File: config.mk
export PLATFORM = sky130hd
export DESIGN_NAME = mcp4822_ma
export DESIGN_NICKNAME = d
export VERILOG_FILES = /design/src/rtl/mcp4822_ma.sv
export SDC_FILE = /design/constraint.sdc
export NUM_CORES = 1
export LEC_CHECK = 0
export BUFFER_PORTS_ARGS = -buffer_cell sky130_fd_sc_hd__clkbuf_2
export CAP_MARGIN = 20
export CORE_MARGIN = 2
export CORE_UTILIZATION = 35
export DETAILED_ROUTE_END_ITERATION = 16
export HOLD_SLACK_MARGIN = 0.03
export PLACE_DENSITY = 0.48
export SLEW_MARGIN = 20
export SYNTH_ARGS = -nofsm -noshare
export SYNTH_HDL_FRONTEND = slang
export SYNTH_SLANG_ARGS = --single-unit
File: constraint.sdc
create_clock -name clock -period 4.4 [get_ports clock]
set_input_delay 1.1 -clock clock [delete_from_list [all_inputs] [get_ports clock]]
set_output_delay 1.1 -clock clock [all_outputs]
set_load 0.01 [all_outputs]
File: src/rtl/mcp4822_ma.sv
// MCP4822 dual-DAC SPI master: per sample tick sends ch A then ch B frames, then pulses LDAC_N.
// Latency: frames start the cycle after a tick; outputs update 68*HALF+LDAC_LEN clocks later.
// Backpressure: one-entry holding register, ready_o low while full; empty at tick repeats last sample.
module mcp4822_ma #(
    parameter int CLOCK_FREQ  = 30000000,
    parameter int SCLK_FREQ   = 1000000,
    parameter int SAMPLE_RATE = 20000,
    parameter int GAIN_2X     = 0,
    parameter int LDAC_LEN    = 2
) (
    input  logic        clock,
    input  logic        reset,
    input  logic [23:0] data_i,
    input  logic        valid_i,
    output logic        ready_o,
    output logic        spi_clk_o,
    output logic        spi_ssn_o,
    output logic        spi_mosi_o,
    output logic        spi_ldac_n_o,
    output logic        busy_o,
    output logic        underrun_o
);

    // Clocks per SCK half period and per sample period.
    localparam int HALF        = CLOCK_FREQ / (2 * SCLK_FREQ);
    localparam int TICK_PERIOD = CLOCK_FREQ / SAMPLE_RATE;

    // Counter widths: the tick counter spans a full sample period, the phase
    // timer only ever holds HALF-1 or LDAC_LEN-1.
    localparam int CW   = (TICK_PERIOD > 1) ? $clog2(TICK_PERIOD) : 1;
    localparam int TMAX = (HALF > LDAC_LEN) ? HALF : LDAC_LEN;
    localparam int TW   = (TMAX > 1) ? $clog2(TMAX) : 1;

    localparam logic [CW-1:0] TICK_LAST = CW'(TICK_PERIOD - 1);
    localparam logic [CW-1:0] CNT_ONE   = CW'(1);
    localparam logic [TW-1:0] HALF_LAST = TW'(HALF - 1);
    localparam logic [TW-1:0] LDAC_LAST = TW'(LDAC_LEN - 1);
    localparam logic [TW-1:0] TMR_ONE   = TW'(1);

    // GA bit of the command word: 1 selects 1x gain, 0 selects 2x gain.
    localparam logic GA_BIT = (GAIN_2X == 0);

    // Reject parameter sets where the sequence could overrun the next tick.
    if (HALF < 1) begin : g_chk_half
        $error("mcp4822_ma: SCLK_FREQ too high for CLOCK_FREQ (HALF < 1)");
    end
    if (LDAC_LEN < 1) begin : g_chk_ldac
        $error("mcp4822_ma: LDAC_LEN must be at least 1");
    end
    if (68 * HALF + LDAC_LEN >= TICK_PERIOD) begin : g_chk_tick
        $error("mcp4822_ma: transfer sequence does not fit in one sample period");
    end

    typedef enum logic [2:0] {
        IDLE,
        SSN_SETUP,
        SHIFT,
        SSN_HOLD,
        GAP,
        LDAC
    } state_t;

    state_t          state;
    logic [CW-1:0]   tick_cnt;
    logic            tick;
    logic            full;
    logic [23:0]     hold;
    logic [11:0]     last_a;
    logic [11:0]     last_b;
    logic [TW-1:0]   tmr;
    logic [3:0]      bit_cnt;
    logic [15:0]     shreg;
    logic            chan_b;
    logic [11:0]     cur_a;
    logic [15:0]     word_a;
    logic [15:0]     word_b;
    logic            take_sample;

    // Build a DAC command word: channel select, don't-care, gain, SHDN_N=1, data.
    function automatic logic [15:0] cmd_word(input logic ch, input logic [11:0] d);
        return {ch, 1'b0, GA_BIT, 1'b1, d};
    endfunction

    assign ready_o = ~full;
    assign tick    = (tick_cnt == TICK_LAST);

    // A tick in IDLE with a full register consumes the held sample.
    assign take_sample = tick && (state == IDLE) && full;

    // Frame A is loaded on the tick edge, before last_a is updated, so pick the
    // held sample directly when one is being consumed. Frame B starts much
    // later, by which time last_b already holds the right value.
    assign cur_a  = full ? hold[11:0] : last_a;
    assign word_a = cmd_word(1'b0, cur_a);
    assign word_b = cmd_word(1'b1, last_b);

    // Free-running sample-period counter; tick is its terminal count.
    always_ff @(posedge clock or posedge reset) begin
        if (reset) begin
            tick_cnt <= '0;
        end else if (tick) begin
            tick_cnt <= '0;
        end else begin
            tick_cnt <= tick_cnt + CNT_ONE;
        end
    end

    // Holding register and last-sample register. A handshake can only occur
    // when empty and a consume only when full, so the two never collide; a
    // handshake on an empty tick is kept for the following tick.
    always_ff @(posedge clock or posedge reset) begin
        if (reset) begin
            full   <= 1'b0;
            hold   <= '0;
            last_a <= 12'h800;
            last_b <= 12'h800;
        end else if (take_sample) begin
            full   <= 1'b0;
            last_a <= hold[11:0];
            last_b <= hold[23:12];
        end else if (valid_i && !full) begin
            full <= 1'b1;
            hold <= data_i;
        end
    end

    // Transfer sequencer: two SPI frames (A then B) followed by the LDAC pulse.
    // tmr counts down the clocks remaining in the current half-period or pulse.
    always_ff @(posedge clock or posedge reset) begin
        if (reset) begin
            state        <= IDLE;
            tmr          <= '0;
            bit_cnt      <= '0;
            shreg        <= '0;
            chan_b       <= 1'b0;
            spi_clk_o    <= 1'b0;
            spi_ssn_o    <= 1'b1;
            spi_mosi_o   <= 1'b0;
            spi_ldac_n_o <= 1'b1;
            busy_o       <= 1'b0;
            underrun_o   <= 1'b0;
        end else begin
            underrun_o <= 1'b0;
            unique case (state)
                IDLE: begin
                    if (tick) begin
                        underrun_o <= ~full;
                        busy_o     <= 1'b1;
                        chan_b     <= 1'b0;
                        shreg      <= word_a;
                        spi_mosi_o <= word_a[15];
                        spi_ssn_o  <= 1'b0;
                        tmr        <= HALF_LAST;
                        state      <= SSN_SETUP;
                    end
                end
                SSN_SETUP: begin
                    // CS_N is low with bit 15 on SDI; first rising edge follows.
                    if (tmr == '0) begin
                        spi_clk_o <= 1'b1;
                        bit_cnt   <= '0;
                        tmr       <= HALF_LAST;
                        state     <= SHIFT;
                    end else begin
                        tmr <= tmr - TMR_ONE;
                    end
                end
                SHIFT: begin
                    if (tmr != '0) begin
                        tmr <= tmr - TMR_ONE;
                    end else begin
                        tmr <= HALF_LAST;
                        if (spi_clk_o) begin
                            // Falling edge: advance SDI unless the last bit was clocked.
                            spi_clk_o <= 1'b0;
                            if (bit_cnt == 4'd15) begin
                                state <= SSN_HOLD;
                            end else begin
                                shreg      <= {shreg[14:0], 1'b0};
                                spi_mosi_o <= shreg[14];
                            end
                        end else begin
                            spi_clk_o <= 1'b1;
                            bit_cnt   <= bit_cnt + 4'd1;
                        end
                    end
                end
                SSN_HOLD: begin
                    // Keep CS_N low for a half period after the last falling edge.
                    if (tmr == '0) begin
                        spi_ssn_o  <= 1'b1;
                        spi_mosi_o <= 1'b0;
                        tmr        <= HALF_LAST;
                        state      <= GAP;
                    end else begin
                        tmr <= tmr - TMR_ONE;
                    end
                end
                GAP: begin
                    // CS_N high for a half period, then frame B or the latch pulse.
                    if (tmr == '0) begin
                        if (!chan_b) begin
                            chan_b     <= 1'b1;
                            shreg      <= word_b;
                            spi_mosi_o <= word_b[15];
                            spi_ssn_o  <= 1'b0;
                            tmr        <= HALF_LAST;
                            state      <= SSN_SETUP;
                        end else begin
                            spi_ldac_n_o <= 1'b0;
                            tmr          <= LDAC_LAST;
                            state        <= LDAC;
                        end
                    end else begin
                        tmr <= tmr - TMR_ONE;
                    end
                end
                LDAC: begin
                    // Both DAC outputs update together while LDAC_N is low.
                    if (tmr == '0) begin
                        spi_ldac_n_o <= 1'b1;
                        busy_o       <= 1'b0;
                        state        <= IDLE;
                    end else begin
                        tmr <= tmr - TMR_ONE;
                    end
                end
                default: begin
                    state <= IDLE;
                end
            endcase
        end
    end

endmodule

==> results.cfg <==
[worst_setup_path]
cp-start-kind = flip-flop
path_max_fanout = 15
critPathKind = flip-flop to flip-flop
cp.arrival_ns = 3.00
worst_ep_required_time_ns = 4.63
r2r-end = shreg[3]
worst_r2r_path_depth = 6
reg2reg_slack_ns = 1.63
r2r-start = tick_cnt[0]
end_kind = flip-flop

[routing]
vias = 2942
antenna_left = 0
wirelength_um = 8900
dr.pass1.iters = 4
viasPerCell = 5.12
drc = 0
drt_iter0_drc = 115
wl_per_cell_um = 15.5

[placed_design]
io_buffers = 33
place_congestion = 0.795
post-place-ws_ns = 1.66
dp_hpwl_um = 5770

[synthesis]
synth_top_area_share_pct = 50.2
syn_nets = 402
synth.most_common_cell = dfrtp_1
synth.distinct_cells = 50
syn_area_um2 = 4440
yosysTopAreaCell = dfrtp_1
synth_area_leaders = dfrtp_1 50%, mux2_2 14%, mux2_4 3.0%
yosysSeqAreaShare_pct = 52.6
syn_inst = 371
yosys_register_bits = 93
synth_edf_count = 0
netlist_top_cells_count = 89 x dfrtp_1, 54 x mux2_2, 17 x nand2_1, 17 x nor2_1, 16 x a21oi_1
ys.flop_type = dfrtp_1
synth_area_per_cell_um2 = 12.0
yosys_warnings = 0
async_flop_share_pct = 100

[global_routing]
grt_usage_pct = 13.8
grt_pass1_wl_um = 14400
gr-total-overflow = 0
grt_pass1_vias = 2881
antenna_found_initial = 0
grt_max_degree = 94

[status]
run_status = finished clean

[sta]
fin_tns_setup_ns = 0
rsz0062_at_grt = false
setup_viol = 0
drv_slew = 0
fin_crit_ns = 2.77
tightest_slew_ns = 0.923
maxSlewHeadroom_pct = 38.2
fmax_mhz = 361
fin_crit_sh_pct = 62.9
finClkSkew_ns = 0.00915
setup_ws_ns = 1.63
hold_viol = 0

[floorplanning]
start_util_pct = 35.5
std_cell_rows = 41
dieHeight_um = 117
fp.coreArea_um2 = 12500
num_io_pins = 34
dieArea_um2 = 13600
chipWidth_um = 117

[clock_network]
htreeDepth = 3
clk_path_buf_depth = 2
holdBufCountCts = 0
clk_latency_ns = 0.35
path_clk_slew_ns = 0.07
cts.sinks = 93
cts_resized = 0
cts_setup_buffers = 0
cts_inserted_buffers = 9
clockRootBuffer = clkbuf_16
cts_tree = yes

[pwr]
seqPwrFrac_pct = 49.3
power.switching_uw = 375
p_leak_uw = 0.00243
p_int_uw = 1450
ir_drop_uv = 270
clockPowerShare_pct = 46.4
pwr-share-comb_pct = 4.3
switching_share_pct = 20.5
p_per_area_nw_per_um2 = 360

[final_layout]
drive_above_1_share_pct = 31.8
fin_nets = 429
nFillCells = 1248
syn_to_final_growth_pct = 14.5
n_antenna_cell = 0

[job]
cap_violations = 0

[hold_path]
min_to = spi_ldac_n_o
hp-class = flip-flop to flip-flop
min-delay-start = spi_ldac_n_o
min_path_cells = 2
-- worst max path at each step --
stage                     start    endpoint  slack (ns)
floorplan                 reset  bit_cnt[0]        0.89
global placement        valid_i    hold[16]        1.65
detailed placement  tick_cnt[0]    shreg[7]        1.66
CTS                 tick_cnt[0]    shreg[3]        1.63
global route        tick_cnt[0]    shreg[7]        1.44
finish              tick_cnt[0]    shreg[3]        1.63
-- layout by cell type (no fill, tap or decap), drive strengths merged, types with 5 or more instances in the layout --
cell | synthesis | final
xor2 | 6 | 6
nand3 | 10 | 10
dfrtp | 89 | 89
nand4 | 5 | 5
a31oi | 5 | 5
nor3 | 8 | 8
mux2i | 13 | 13
inv | 12 | 11
nand2 | 17 | 17
a21oi | 16 | 16
o21ai | 15 | 15
a22oi | 12 | 12
o22ai | 13 | 13
clkbuf | 9 | 45
nor2 | 19 | 19
mux2 | 63 | 63
-- power groups by stage --
stage                     Clock, uW  Combinational [uW]  Sequential (uW)
final                           848                79.2              901
after global routing            910                90.9              906
after CTS                       872                83.2              902
after detailed placement          0                83.1              919
after global placement            0                80.5              917
after floorplan                   0                54.4              911
-- sequential cells by signal, summed over array words and instances (netlist names), 3 cells and up --
name and flops:
hold 24, shreg 15, last_a 12, last_b 12
tick_cnt 11, bit_cnt 4, tmr 4, state 3
-- layout make-up --
type | count | area, um2 | area share (%)
Multi-Input combinational cell | 244 | 1950 | 38.4
Sequential cell | 93 | 2330 | 45.9
Clock inverter | 4 | 70.1 | 1.38
Timing Repair Buffer | 37 | 208 | 4.09
Clock buffer | 12 | 256 | 5.05
Tap cell | 172 | 215 | 4.23
Inverter | 13 | 50.0 | 0.985
-- critical path, cell delays in order, from the launching register on --
cell and delay, ns:
dfrtp_1 0.38, ha_1 0.24, and3_1 0.18, and3_1 0.58, nor2_4 0.08, nor3_4 0.77
mux2_2 0.41
-- cell families (layout without fill, tap and decap cells) --
family | count (synthesis) | count (layout) | share of synthesized area (%)
flops | 93 | 93 | 52.6
mux | 76 | 76 | 19.7
compound gates | 77 | 77 | 11.0
xor+xnor | 10 | 10 | 1.97
buf+inv | 34 | 66 | 3.66
simple gates | 77 | 77 | 10.0
fa+ha+maj | 4 | 4 | 1.13
-- routing by layer --
| layer | track usage [%] | up-vias | wire length (um) |
|---|---|---|---|
| li1 | - | 1413 | - |
| met1 | 18.0 | 1466 | 4200 |
| met2 | 22.1 | 49 | 4230 |
| met3 | 2.91 | 14 | 293 |
| met4 | 6.27 | 0 | 178 |
| met5 | 0 | - | 0 |
-- stage by stage --
stage	std cells	hold slack [ns]	utilization (%)	area, um2	total power (uW)
2_1_floorplan	371	0.455	-	4440	966
3_3_place_gp	559	0.468	38.0	4750	998
3_5_place_dp	559	0.476	38.0	4760	1000
4_1_cts	575	0.485	40.6	5080	1860
5_1_grt	575	0.504	40.6	5080	1910
6_report	575	0.481	40.6	5080	1830
No activity file was read; power rests on OpenSTA's default activity.
